==> src/rtl/spi_slave_word.sv <==
`default_nettype none
// ============================================================================
// Module   : spi_slave_word
// Brief    : Oversampled word-wide SPI slave with TX holding register.
// Revision : 1.0 - initial release
// ============================================================================
module spi_slave_word #(
    parameter int                WORD_W    = 8,
    parameter int                SPI_MODE  = 0,
    parameter bit                LSB_FIRST = 1'b0,
    parameter logic [WORD_W-1:0] IDLE_WORD = '0
) (
    input  logic              i_Clk,
    input  logic              i_Rst,
    input  logic [WORD_W-1:0] i_TX_Data,
    input  logic              i_TX_Valid,
    output logic              o_TX_Ready,
    output logic              o_TX_Underrun,
    output logic [WORD_W-1:0] o_RX_Data,
    output logic              o_RX_Valid,
    output logic              o_Abort,
    output logic              o_Busy,
    input  logic              i_SPI_Clk,
    input  logic              i_SPI_CS_n,
    input  logic              i_SPI_MOSI,
    output logic              o_SPI_MISO,
    output logic              o_SPI_MISO_OE
);
    localparam logic                C_CPOL   = ((SPI_MODE >> 1) & 1) == 1;
    localparam logic                C_CPHA   = (SPI_MODE & 1) == 1;
    localparam int                  C_CNT_W  = $clog2(WORD_W);
    localparam logic [C_CNT_W-1:0]  C_LAST   = C_CNT_W'(WORD_W - 1);
    localparam logic [0:0]          C_IDLE   = 1'b0;
    localparam logic [0:0]          C_ACTIVE = 1'b1;

    logic [2:0]        sclk_q;
    logic [1:0]        cs_q;
    logic [1:0]        mosi_q;
    logic [0:0]        state_q, state_d;
    logic              w_active;
    logic [C_CNT_W-1:0] cnt_q, cnt_d;
    logic              load_pend_q, load_pend_d;
    logic [WORD_W-1:0] tx_sr_q, tx_sr_d;
    logic [WORD_W-1:0] hold_q, hold_d;
    logic              hold_full_q, hold_full_d;
    logic              ready_q, ready_d;
    logic [WORD_W-1:0] rx_sr_q, rx_sr_d;
    logic [WORD_W-1:0] rx_data_q, rx_data_d;
    logic              rx_done_q, rx_done_d;
    logic              rx_valid_q;
    logic              underrun_q, underrun_d;
    logic              abort_q, abort_d;

    logic              w_lead, w_trail, w_sel, w_sample, w_shift;
    logic              w_cs_fall, w_cs_rise, w_load;
    logic [WORD_W-1:0] w_rx_next, w_tx_adv;

    always_ff @(posedge i_Clk) begin
        if (i_Rst) begin
            sclk_q <= {3{C_CPOL}};
            cs_q   <= 2'b11;
            mosi_q <= 2'b00;
        end else begin
            sclk_q <= {sclk_q[1:0], i_SPI_Clk};
            cs_q   <= {cs_q[0], i_SPI_CS_n};
            mosi_q <= {mosi_q[0], i_SPI_MOSI};
        end
    end

    // Edge roles are fixed by CPOL/CPHA; only synchronised samples are used.
    assign w_lead    = (sclk_q[1] != C_CPOL) && (sclk_q[2] == C_CPOL);
    assign w_trail   = (sclk_q[1] == C_CPOL) && (sclk_q[2] != C_CPOL);
    assign w_sel     = (state_q == C_ACTIVE) && !cs_q[1];
    assign w_sample  = w_sel && (C_CPHA ? w_trail : w_lead);
    assign w_shift   = w_sel && (C_CPHA ? w_lead : w_trail);
    assign w_cs_fall = (state_q == C_IDLE) && !cs_q[1];
    assign w_cs_rise = (state_q == C_ACTIVE) && cs_q[1];
    assign w_load    = (w_cs_fall && !C_CPHA) || (w_shift && load_pend_q);
    assign w_rx_next = LSB_FIRST ? {mosi_q[1], rx_sr_q[WORD_W-1:1]}
                                 : {rx_sr_q[WORD_W-2:0], mosi_q[1]};
    assign w_tx_adv  = LSB_FIRST ? {1'b0, tx_sr_q[WORD_W-1:1]}
                                 : {tx_sr_q[WORD_W-2:0], 1'b0};

    always_ff @(posedge i_Clk) begin
        if (i_Rst) begin
            state_q <= C_IDLE;
        end else begin
            state_q <= state_d;
        end
    end

    always_comb begin
        state_d = state_q;
        case (state_q)
            C_IDLE:   if (!cs_q[1]) state_d = C_ACTIVE;
            C_ACTIVE: if (cs_q[1])  state_d = C_IDLE;
            default:  state_d = C_IDLE;
        endcase
    end

    always_comb begin
        w_active = (state_q == C_ACTIVE);
    end

    always_comb begin
        cnt_d       = cnt_q;
        load_pend_d = load_pend_q;
        tx_sr_d     = tx_sr_q;
        hold_d      = hold_q;
        hold_full_d = hold_full_q;
        rx_sr_d     = rx_sr_q;
        rx_data_d   = rx_data_q;
        rx_done_d   = 1'b0;
        underrun_d  = 1'b0;
        abort_d     = 1'b0;

        if (w_cs_fall) begin
            cnt_d = '0;
            if (C_CPHA) load_pend_d = 1'b1;
        end
        if (w_cs_rise) begin
            cnt_d       = '0;
            load_pend_d = 1'b0;
            abort_d     = (cnt_q != '0);
        end
        if (w_sample) begin
            rx_sr_d = w_rx_next;
            if (cnt_q == C_LAST) begin
                rx_data_d   = w_rx_next;
                rx_done_d   = 1'b1;
                cnt_d       = '0;
                load_pend_d = 1'b1;
            end else begin
                cnt_d = cnt_q + 1'b1;
            end
        end
        if (w_shift && !load_pend_q) tx_sr_d = w_tx_adv;
        if (w_load) begin
            load_pend_d = 1'b0;
            if (hold_full_q) begin
                tx_sr_d     = hold_q;
                hold_full_d = 1'b0;
            end else begin
                tx_sr_d    = IDLE_WORD;
                underrun_d = 1'b1;
            end
        end
        // Ready reflects the pre-load state, so a full register is never overwritten.
        if (i_TX_Valid && ready_q) begin
            hold_d      = i_TX_Data;
            hold_full_d = 1'b1;
        end
    end

    assign ready_d = !hold_full_d;

    always_ff @(posedge i_Clk) begin
        if (i_Rst) begin
            cnt_q       <= '0;
            load_pend_q <= 1'b0;
            tx_sr_q     <= '0;
            hold_q      <= '0;
            hold_full_q <= 1'b0;
            ready_q     <= 1'b0;
            rx_sr_q     <= '0;
            rx_data_q   <= '0;
            rx_done_q   <= 1'b0;
            rx_valid_q  <= 1'b0;
            underrun_q  <= 1'b0;
            abort_q     <= 1'b0;
        end else begin
            cnt_q       <= cnt_d;
            load_pend_q <= load_pend_d;
            tx_sr_q     <= tx_sr_d;
            hold_q      <= hold_d;
            hold_full_q <= hold_full_d;
            ready_q     <= ready_d;
            rx_sr_q     <= rx_sr_d;
            rx_data_q   <= rx_data_d;
            rx_done_q   <= rx_done_d;
            rx_valid_q  <= rx_done_q;
            underrun_q  <= underrun_d;
            abort_q     <= abort_d;
        end
    end

    assign o_TX_Ready    = ready_q;
    assign o_TX_Underrun = underrun_q;
    assign o_RX_Data     = rx_data_q;
    assign o_RX_Valid    = rx_valid_q;
    assign o_Abort       = abort_q;
    assign o_Busy        = w_active;
    assign o_SPI_MISO_OE = w_active;
    assign o_SPI_MISO    = LSB_FIRST ? tx_sr_q[0] : tx_sr_q[WORD_W-1];

endmodule
`default_nettype wire

==> config.mk <==
export PLATFORM = sky130hd
export DESIGN_NAME = spi_slave_word
export DESIGN_NICKNAME = d
export VERILOG_FILES = /design/src/rtl/spi_slave_word.sv
export SDC_FILE = /design/constraint.sdc
export NUM_CORES = 1
export LEC_CHECK = 0
export ABC_CLOCK_PERIOD_IN_PS = 2600
export BUFFER_PORTS_ARGS = -buffer_cell sky130_fd_sc_hd__buf_4
export CAP_MARGIN = 30
export CELL_PAD_IN_SITES_DETAIL_PLACEMENT = 1
export CELL_PAD_IN_SITES_GLOBAL_PLACEMENT = 1
export CORE_MARGIN = 2
export CORE_UTILIZATION = 45
export CTS_CLUSTER_SIZE = 20
export DETAILED_ROUTE_END_ITERATION = 10
export GPL_ROUTABILITY_DRIVEN = 0
export GPL_TIMING_DRIVEN = 0
export PLACE_DENSITY = 0.92
export SLEW_MARGIN = 40
export SYNTH_ARGS = -nofsm -noshare
export SYNTH_HDL_FRONTEND = slang
export SYNTH_SLANG_ARGS = --single-unit
==> constraint.sdc <==
create_clock -name i_Clk -period 2.6 [get_ports i_Clk]
set_input_delay 0.13 -clock i_Clk [delete_from_list [all_inputs] [get_ports i_Clk]]
set_output_delay 0.13 -clock i_Clk [all_outputs]
set_load 0.01 [all_outputs]
==> impl_results.md, run 1 <==
- Clock skew: 6.09 ps
- Crit start category: flip-flop
- Synth Area per Inst: 9.40 um2
- HP Class: input port to flip-flop
- CP Max Fanout: 10
- Leakage: 0.863 nW
- Initial antenna violation count: 0
- WL/cell: 15.3 um
- Chip height: 67.7 um
- Status: completed
- DRC viols: 0
- Commonest non-fill, non-tap cell in the layout: dfxtp_1
- Vias in the first global route: 1452
- CTS root buf: clkbuf_8
- Tmin final: 1430 ps
- Final period utilization: 0.549
- Setup Fix Bufs, Post-CTS: 0
- Max-Cap Viols: 0
- Final setup viols: 0
- Simple logic cell fraction of the synthesized area: 0.223
- H-tree levels: 2
- Fin area: 2200 um2
- WP data required: 2780 ps
- Remaining Overflow, GRT: 0
- Core Region: 3940 um2
- Gr usage total: 0.214
- Slew HR: 0.601
- DRT Pass-1 Iters: 4
- Slew Viols, Final: 0
- Largest net degree at the start of global routing: 15
- Fin Setup TNS: 0 ps
- WHS: 13.1 ps
- Post-route ant nets: 0
- CP arrival: 1610 ps
- Number of DRC markers in iteration 0: 75
- I/O pins: 29
- Post-cts sizing count: 0
- Port buffer count: 27
- Post-synthesis mux area share: 0.0384
- Syn Std Cell Area: 1820 um2
- Total vias in the final route: 1473
- Clock Latency Late Sink: 300 ps
- Count of cell types in the netlist: 31
- Most frequent cells in the layout: dfxtp_1, nand2_1, buf_4
- Placed Area: 2090 um2
- Die area: 4580 um2
- VDD IR max: 0.344 mV
- Synth Register Bits: 49
- WL final: 4280 um
- # hold bufs at CTS: 0
- Layout net count: 245
- Die Width: 67.7 um
- CTS buffer count: 5
- Hold violation count in the final report: 0
- Hpwl dp: 3070 um
- Post-layout util: 0.559
- Cells after Synth: 194
- Synth Area in Adders: 0.0206
- Pre-CTS worst setup slack: 1180 ps
- Xor/xnor share of the synthesized area: 0.00480
- Post-synthesis sequential area ratio: 0.538
- Largest family of logic cells by synthesized area: simple AND/OR/NAND/NOR gates
- Layout area overhead: 20.9%
- Share of cells above drive strength 1: 0.218
- Fmax: 700 MHz
- Sink Count: 49
- First-pass GRT wire length: 7060 um
- Row cnt: 23
- Yosys warns: 0
- CTS tree: yes
- Ant. Diodes: 0
- Clock-pin slew on the worst setup and hold paths: 80 ps
- Vias/cell: 5.28
- Worst Tran Pin Value: 599 ps
- Setup WS post-layout: 1170 ps
- Pwr per Cell Area: 647 nW/um2
- Post-synthesis net count: 211
- Critical Path End Type: flip-flop
- Post-synthesis compound-gate area fraction: 0.124
- Initial Utilization: 0.462
- Clock buffer depth: 2
- Critical path class: flip-flop to flip-flop
- RSZ-0062 raised after global routing: false
layout make-up:
type / count / area, um2
clock buffer: 7 / 86.3
sequential: 49 / 981
clock inverter: 1 / 30.0
inverter: 2 / 7.51
buffer: 13 / 85.1
fill: 465 / 1740
tap: 50 / 62.6
timing repair buffer: 27 / 203
multi-input combinational: 130 / 749
cell usage after synthesis:
library cell	n	area, um2
dfxtp_1	49	981
nand2_1	28	105
nor2_1	23	86.3
a21oi_1	19	95.1
nor3_1	9	45.0
nand3_1	8	40.0
nor2b_1	8	50.1
mux2i_1	7	70.1
a221oi_1	6	52.6
buf_6	4	45.0
clkbuf_1	4	15.0
a22oi_1	3	22.5
ha_1	3	37.5
a21o_2	2	17.5
buf_1	2	7.51
buf_2	2	10.0
inv_1	2	7.51
or2_2	2	12.5
a211oi_1	1	7.51
a211oi_2	1	12.5
a32oi_1	1	8.76
and2_1	1	6.26
and4bb_4	1	16.3
buf_4	1	7.51
nand2_4	1	11.3
nand2b_1	1	6.26
nand3b_1	1	7.51
nor2_2	1	6.26
nor2b_4	1	13.8
o21ba_1	1	10.0
xnor2_1	1	8.76
state kept, by name, summed over array words and instances (netlist names), 2 cells and up:
register	count
hold_q	8
o_RX_Data	8
tx_sr_q	8
rx_sr_q	7
cnt_q	3
sclk_q	3
cs_q	2
mosi_q	2
per-stage QoR:
stage / power [mW] / std cells
after floorplan: 0.847 / 194
after global placement: 0.880 / 271
after detailed placement: 0.885 / 271
after CTS: 1.44 / 279
after global routing: 1.47 / 279
final: 1.43 / 279
worst paths after layout:
kind,from,to,slack [ps],cells after the start
max,o_Busy,cnt_q[0],1170,6
min reg2reg,cs_q[0],cs_q[1],420,1
max reg2reg,o_Busy,cnt_q[0],1170,6
min,i_SPI_CS_n,cs_q[0],10,2
report_power, final:
part           total (mW)  leakage [nW]  switching, mW  internal (mW)
sequential          0.782         0.398         0.0125          0.769
clock               0.559        0.0585          0.246          0.314
combinational      0.0861         0.407         0.0467         0.0394
worst max-delay path, cell delays in order (launching register included):
cell	delay, ps
dfxtp_1	370
buf_6	150
and4bb_4	270
buf_6	180
nor2_2	70
a22oi_1	200
nor2_1	50
metal layers:
metal	GRT usage	wire length, um
met1	0.259	1910
met2	0.358	2140
met3	0.0517	149
met4	0.0944	80
met5	0	0
cell families (layout without fill, tap and decap cells):
logic type | count (synthesis) | count (layout)
flops | 49 | 49
buf+inv | 15 | 50
fa+ha+maj | 3 | 3
compound gates | 34 | 34
xor+xnor | 1 | 1
simple gates | 85 | 85
mux | 7 | 7
Note: power is estimated with default switching activity, not from simulation.
==> run 2: changes to the inputs <==
--- a/config.mk
+++ b/config.mk
@@ -5,18 +5,19 @@
 export SDC_FILE = /design/constraint.sdc
 export NUM_CORES = 1
 export LEC_CHECK = 0
-export ABC_CLOCK_PERIOD_IN_PS = 2600
+export ABC_AREA = 1
+export ABC_CLOCK_PERIOD_IN_PS = 1200
 export BUFFER_PORTS_ARGS = -buffer_cell sky130_fd_sc_hd__buf_4
 export CAP_MARGIN = 30
 export CELL_PAD_IN_SITES_DETAIL_PLACEMENT = 1
 export CELL_PAD_IN_SITES_GLOBAL_PLACEMENT = 1
 export CORE_MARGIN = 2
-export CORE_UTILIZATION = 45
+export CORE_UTILIZATION = 37
 export CTS_CLUSTER_SIZE = 20
 export DETAILED_ROUTE_END_ITERATION = 10
 export GPL_ROUTABILITY_DRIVEN = 0
 export GPL_TIMING_DRIVEN = 0
-export PLACE_DENSITY = 0.92
+export PLACE_DENSITY = 0.84
 export SLEW_MARGIN = 40
 export SYNTH_ARGS = -nofsm -noshare
 export SYNTH_HDL_FRONTEND = slang
==> constraint.sdc (replaced) <==
create_clock -name i_Clk -period 1.2 [get_ports i_Clk]
set_input_delay 0.06 -clock i_Clk [delete_from_list [all_inputs] [get_ports i_Clk]]
set_output_delay 0.06 -clock i_Clk [all_outputs]
set_load 0.01 [all_outputs]
==> run 2 against run 1 <==
Combinational power increased to 2.8 times the previous value. Synthesized cell count increased by 25%. Register-to-register slack got worse by 1200 ps. Global-route usage decreased by 5.2 points. Via count increased by 20%. Die area increased by 29%. Largest power group unchanged. Clock skew decreased by 3.2 ps. Clock power increased by 66%.
==> impl_results.md, run 2 <==
- Worst Tran Pin Value: 578 ps (-20.4 ps)
- Layout area overhead: 30.9%
- Vias in the first global route: 1547 (+6.5%)
- Clock buffer depth: 2 (unchanged)
- Gr usage total: 0.162 (-0.0516)
- Post-Layout Cell Count: 364 (+30%)
- CP max stage delay: 370 ps (about the same)
- Biggest area consumer among synthesized cells: dfxtp_1
- Filler Cell Count: 632 (+36%)
- Layout net count: 310 (+27%)
- P_int: 2.17 mW (+93%)
- Share of the synthesized area in the top cell type: 0.500 (-0.0381)
- Flop pwr share: 0.591 (+0.043)
- Most common cell in the synthesized netlist: dfxtp_1
- First-pass GRT wire length: 7630 um (+8.1%)
- Port buffer count: 28 (+3.7%)
- Post-synth ARST share: 0 (unchanged)
- Slew Viols, Final: 0 (unchanged)
- Delay-heaviest family, CP: simple AND/OR/NAND/NOR gates
- Slew HR: 0.614 (+0.0136)
- DRC viols: 0 (unchanged)
- Largest net degree at the start of global routing: 15 (unchanged)
- Hpwl dp: 3050 um (-0.57%)
- WL/cell: 13.6 um (-11%)
- Critical path, cell by cell: inv_1 > nand2_2 > nor2_8 > nand2_4 > nand2_1 > a21oi_2
- Critical path class: flip-flop to flip-flop
- Number of DRC markers in iteration 0: 80 (+6.7%)
- VDD IR max: 0.820 mV (+140%)
- Final setup viols: 0 (unchanged)
- Critical Path End Type: flip-flop
- Tmin final: 1180 ps (-244 ps)
- Clock network power share: 0.324 (-0.068)
- Post-route ant nets: 0 (unchanged)
- Initial antenna violation count: 0 (unchanged)
- Crit start category: flip-flop
- Fin Setup TNS: 0 ps (unchanged)
- Crit-path slowest cell: dfxtp_1
- Top cells by count, synth: dfxtp_1, nand2_1, nor2_1
- Pwr per Cell Area: 1110 nW/um2 (+72%)
- Clock Latency Late Sink: 300 ps (about the same)
- Clock skew: 2.93 ps (-3.15 ps)
- Core Region: 5110 um2 (+30%)
- I/O pins: 29 (unchanged)
- Fmax: 845 MHz (+21%)
- Row cnt: 26 (+13%)
- Main synth FF type: dfxtp_1
- Post-synth EDFFs: 0 (unchanged)
- Post-layout util: 0.503 (-0.0565)
- CTS tree: yes
- Buf+Inv Stages, Crit Path: 1 (-1)
- Status: completed
- CP Max Fanout: 9 (-1)
- Final period utilization: 0.986 (+0.437)
- HP Class: input port to flip-flop
- Sw power: 0.689 mW (+130%)
- H-tree levels: 2 (unchanged)
- Synth Area per Inst: 8.11 um2 (-14%)
- Count of cell types in the netlist: 27 (-13%)
- CTS root buf: clkbuf_8
- Switching Fraction: 0.241 (+0.0275)
- Die area: 5900 um2 (+29%)
- Clock-pin slew on the worst setup and hold paths: 80 ps (about the same)
- Share of cells above drive strength 1: 0.313 (+0.0946)
- Main area contributors after synthesis: dfxtp_1, nand2_1, nand3_1
- Ant. Diodes: 0 (unchanged)
- Post-synthesis sequential area ratio: 0.500 (-0.0381)
- Cells after Synth: 242 (+25%)
- Chip height: 76.8 um (+14%)
- Synth Register Bits: 49 (unchanged)
- CP arrival: 1350 ps (-260 ps)
- CTS buffer count: 5 (unchanged)
- Max-Cap Viols: 0 (unchanged)
- Sink Count: 49 (unchanged)
- Total vias in the final route: 1762 (+20%)
- # placed instances: 340 (+25%)
- Hold violation count in the final report: 0 (unchanged)
- DRT Pass-1 Iters: 4 (unchanged)
- WL final: 4960 um (+16%)
- Post-synthesis net count: 259 (+23%)
- WP data required: 1370 ps (-1410 ps)
- Yosys warns: 0 (unchanged)
- Initial Utilization: 0.384 (-0.0783)
- RSZ-0062 raised after global routing: true
- Die Width: 76.8 um (+14%)
- Vias/cell: 4.84 (-8.3%)
- Comb pwr share: 0.085 (+0.025)
- Syn Std Cell Area: 1960 um2 (+7.6%)
- Remaining Overflow, GRT: 0 (unchanged)
- Commonest non-fill, non-tap cell in the layout: dfxtp_1
- Leakage: 1.11 nW (+28%)
- Most frequent cells in the layout: dfxtp_1, buf_4, nand2_1
[run 2: area by class of cell]
type	count	area, um2	area share
plain buffers	8	46.3	0.0180
flip-flops and latches	49	992	0.386
inverters	27	108	0.0419
multi-input cells	161	933	0.364
well taps	70	87.6	0.0341
repair buffers	41	318	0.124
clock buffers	6	72.6	0.0283
clock inverters	2	10.0	0.00390
[run 2: worst reg2reg max path, stage by stage, from the launching register on]
cell	delay (ps)
dfxtp_1	370
inv_1	100
nand2_2	120
nor2_8	190
nand2_4	120
nand2_1	100
a21oi_2	50
[run 2: layer usage]
| metal | up-vias | wire (um) | track usage |
|---|---|---|---|
| met5 | - | 0 | 0 |
| met4 | 0 | 70 | 0.0491 |
| met3 | 8 | 178 | 0.0412 |
| met2 | 24 | 2440 | 0.246 |
| met1 | 852 | 2280 | 0.226 |
| li1 | 878 | - | - |
[run 2: timing repair]
item,CTS,global route
setup buffers,0,9
hold endpoints to repair,4,0
cloned,0,3
hold buffers,4,0
resized for setup,8,19
pin swaps,1,7
endpoints found under the setup margin,12,19
[run 2: worst paths after layout]
| kind | cells past startpoint | slack (ps) | to | from |
|---|---|---|---|---|
| setup / recovery | 6 | 20 | o_RX_Data[7] | sclk_q[2] |
| hold / removal | 3 | 6 | hold_q[7] | i_TX_Data[7] |
| setup reg to reg | 6 | 20 | o_RX_Data[7] | sclk_q[2] |
| hold reg to reg | 2 | 400 | sclk_q[1] | sclk_q[0] |
[run 2: logic make-up (layout without fill, tap and decap cells)]
group                    after synthesis  count (layout)  share of synthesized area
buffers and inverters                 35              84                     0.0752
adder cells (fa/ha/maj)                3               3                     0.0191
AO/OA/AOI/OAI                         41              41                      0.115
AND/OR/NAND/NOR                      114             117                      0.290
flip-flops                            49              49                      0.500
[run 2: stage by stage]
step                setup slack [ps]  power [mW]  area (um2)  hold slack (ps)
floorplan                       29.5        1.86        1960              164
global placement               -94.3        1.93        2260              251
detailed placement              -105        1.94        2260              252
CTS                            0.973        2.89        2400             2.64
global route                   -58.2        3.00        2570             11.9
finish                          16.2        2.86        2570             6.16
[run 2: power by group through the flow]
| stage | sequential, mW | clock, mW | combinational, mW |
|---|---|---|---|
| detailed placement | 1.73 | 0 | 0.217 |
| finish | 1.69 | 0.926 | 0.243 |
| floorplan | 1.72 | 0 | 0.135 |
| global placement | 1.72 | 0 | 0.210 |
| CTS | 1.69 | 0.973 | 0.229 |
| global route | 1.69 | 1.03 | 0.274 |
==> run 3: changes to the inputs <==
--- a/config.mk
+++ b/config.mk
@@ -13,7 +13,7 @@
 export CELL_PAD_IN_SITES_GLOBAL_PLACEMENT = 1
 export CORE_MARGIN = 2
 export CORE_UTILIZATION = 37
-export CTS_CLUSTER_SIZE = 20
+export CTS_CLUSTER_SIZE = 40
 export DETAILED_ROUTE_END_ITERATION = 10
 export GPL_ROUTABILITY_DRIVEN = 0
 export GPL_TIMING_DRIVEN = 0
==> constraint.sdc (replaced) <==
create_clock -name i_Clk -period 1.2 [get_ports i_Clk]
set_input_delay 0 -clock i_Clk [delete_from_list [all_inputs] [get_ports i_Clk]]
set_output_delay 0 -clock i_Clk [all_outputs]
set_load 0.01 [all_outputs]
==> run 3 against run 2 <==
Die area did not move. Final area rose by 2.3%. Combinational power rose by 7%. Maximum frequency fell by 1.2%. Non-clock buffer count rose by 6. Sequential cell count did not move. Total power rose by 1.2%. Sequential share of layout area fell by 0.88 points. Sequential power barely moved. Global-route usage rose by 0.50 points. Clock power rose by 2%. Critical endpoint is now o_RX_Data[4].
==> impl_results.md, run 3 (same netlist as run 2, synthesis figures left out) <==
- Fin area: 2630 um2 (+2.3%)
- First-pass GRT wire length: 7880 um (+3.2%)
- Number of DRC markers in iteration 0: 94 (+18%)
- Hold EP: hold_q[5]
- Hpwl dp: 3050 um (unchanged)
- Crit-path slowest cell: dfxtp_2
- Leakage: 1.13 nW (+2.3%)
- Post-Layout Cell Count: 370 (+1.6%)
- Vias in the first global route: 1592 (+2.9%)
- FF-to-FF path depth: 6 (unchanged)
- Pwr per Cell Area: 1100 nW/um2 (-1.1%)
- Port buffer count: 28 (unchanged)
- Hold violation count in the final report: 0 (unchanged)
- Commonest non-fill, non-tap cell in the layout: dfxtp_1
- Fmax: 834 MHz (-1.2%)
- Clock buffer depth: 2 (unchanged)
- CP arrival: 1430 ps (+80 ps)
- R2R Path End: o_RX_Data[4]
- Slew Viols, Final: 0 (unchanged)
- RSZ-0062 raised after global routing: true
- # placed instances: 340 (unchanged)
- Critical path class: flip-flop to flip-flop
- Die area: 5900 um2 (unchanged)
- Vias/cell: 4.81 (-0.56%)
- WP data required: 1430 ps (+60 ps)
- DRT Pass-1 Iters: 4 (unchanged)
- Slew HR: 0.615 (+0.000653)
- Clock Latency Late Sink: 300 ps (about the same)
- CP max stage delay: 390 ps (+20 ps)
- Initial antenna violation count: 0 (unchanged)
- Chip height: 76.8 um (unchanged)
- Layout area overhead: 33.9%
- Flop2flop setup slack: 1 ps (about the same)
- Max-Cap Viols: 0 (unchanged)
- Crit start category: flip-flop
- Largest net degree at the start of global routing: 15 (unchanged)
- Initial Utilization: 0.384 (unchanged)
- HP Start: i_TX_Data[5]
- WL final: 5060 um (+1.9%)
- I/O pins: 29 (unchanged)
- Share of cells above drive strength 1: 0.307 (-0.00626)
- Critical path, cell by cell: inv_1 > nor2_4 > nand2_4 > nor2_8 > nand2_1 > a21oi_1
- H-tree levels: 2 (unchanged)
- Remaining Overflow, GRT: 0 (unchanged)
- Row cnt: 26 (unchanged)
- Clock skew: 2.29 ps (-0.642 ps)
- Post-route ant nets: 0 (unchanged)
- Critical Path End Type: flip-flop
- Hold path cells: 3 (unchanged)
- Filler Cell Count: 626 (-0.95%)
- WL/cell: 13.7 um (+0.22%)
- Post-layout util: 0.514 (+0.0118)
- CP Max Fanout: 7 (-2)
- Ant. Diodes: 0 (unchanged)
- Most frequent cells in the layout: dfxtp_1, buf_4, nand2_1
- HP Class: input port to flip-flop
- CTS tree: yes
- Gr usage total: 0.167 (+0.00499)
- Final setup viols: 0 (unchanged)
- Layout net count: 316 (+1.9%)
- Die Width: 76.8 um (unchanged)
- Total vias in the final route: 1781 (+1.1%)
- Sink Count: 49 (unchanged)
- Final period utilization: 0.999 (+0.0124)
- Status: completed
- VDD IR max: 0.799 mV (-2.6%)
- DRC viols: 0 (unchanged)
- CTS root buf: clkbuf_8
- Tmin final: 1200 ps (+14.9 ps)
- Placed Area: 2260 um2 (unchanged)
- Clock-pin slew on the worst setup and hold paths: 80 ps (about the same)
- CTS buffer count: 5 (unchanged)
- Core Region: 5110 um2 (unchanged)
- Worst r2r src: sclk_q[1]
- Worst Tran Pin Value: 577 ps (-0.979 ps)
-- run 3: changes by cell type in the layout (fill, tap and decap cells not counted), sizes merged --
cell / delta
dlygate4sd3: +6
-- run 3: worst max path at each step --
stage / from / endpoint / slack (ps) / depth (start not counted)
6_report: sclk_q[1] / o_RX_Data[4] / 1 / 6
3_3_place_gp: cnt_q[0] / o_RX_Data[1] / -90 / 6
4_1_cts: cs_q[1] / o_TX_Underrun / 1 / 5
3_5_place_dp: cnt_q[1] / o_RX_Data[4] / -110 / 6
5_1_grt: sclk_q[1] / o_RX_Data[2] / -60 / 6
2_1_floorplan: cnt_q[0] / o_RX_Data[1] / 30 / 6
-- run 3: report_power, final --
| part | switching, mW | internal [mW] |
|---|---|---|
| Combinational | 0.145 | 0.115 |
| Clock | 0.538 | 0.405 |
| Sequential | 0.0267 | 1.66 |
-- run 3: layout make-up --
class	count	area, um2	share of cell area
inverters	27	108	0.0410
clock buffers	6	72.6	0.0276
multi-input cells	161	933	0.355
clock inverters	2	10.0	0.00381
flip-flops and latches	49	992	0.378
repair buffers	47	378	0.144
plain buffers	8	46.3	0.0176
well taps	70	87.6	0.0333
-- run 3: layer usage --
metal / GRT usage / routed length, um / vias up
met2: 0.253 / 2450 / 30
met1: 0.235 / 2350 / 858
met4: 0.0491 / 51 / 0
met3: 0.0412 / 201 / 6
li1: - / - / 887
met5: 0 / 0 / -
-- run 3: repair_timing --
| item | in CTS | in global routing |
|---|---|---|
| endpoints found under the setup margin | 12 | 19 |
| pin swaps | 1 | 7 |
| hold buffers | 10 | 0 |
| gates cloned | 0 | 3 |
| gates resized for setup | 8 | 19 |
| buffers inserted | 0 | 9 |
| hold endpoints to repair | 10 | 0 |
-- run 3: metrics by stage --
step / hold slack [ps] / total power [mW] / setup TNS [ps] / setup WS (ps)
global placement: 191 / 1.93 / -685 / -94.3
detailed placement: 192 / 1.94 / -789 / -105
global route: 13.5 / 3.03 / -628 / -59.7
CTS: 6.61 / 2.91 / 0 / 0.973
finish: 5.62 / 2.89 / 0 / 1.35
floorplan: 104 / 1.86 / 0 / 29.5
-- run 3: worst max-delay path, delay by kind of cell (launching register included) --
family | cells | cell delay [ps]
simple gates | 4 | 500
flops | 1 | 390
compound gates | 1 | 120
buf+inv | 1 | 110
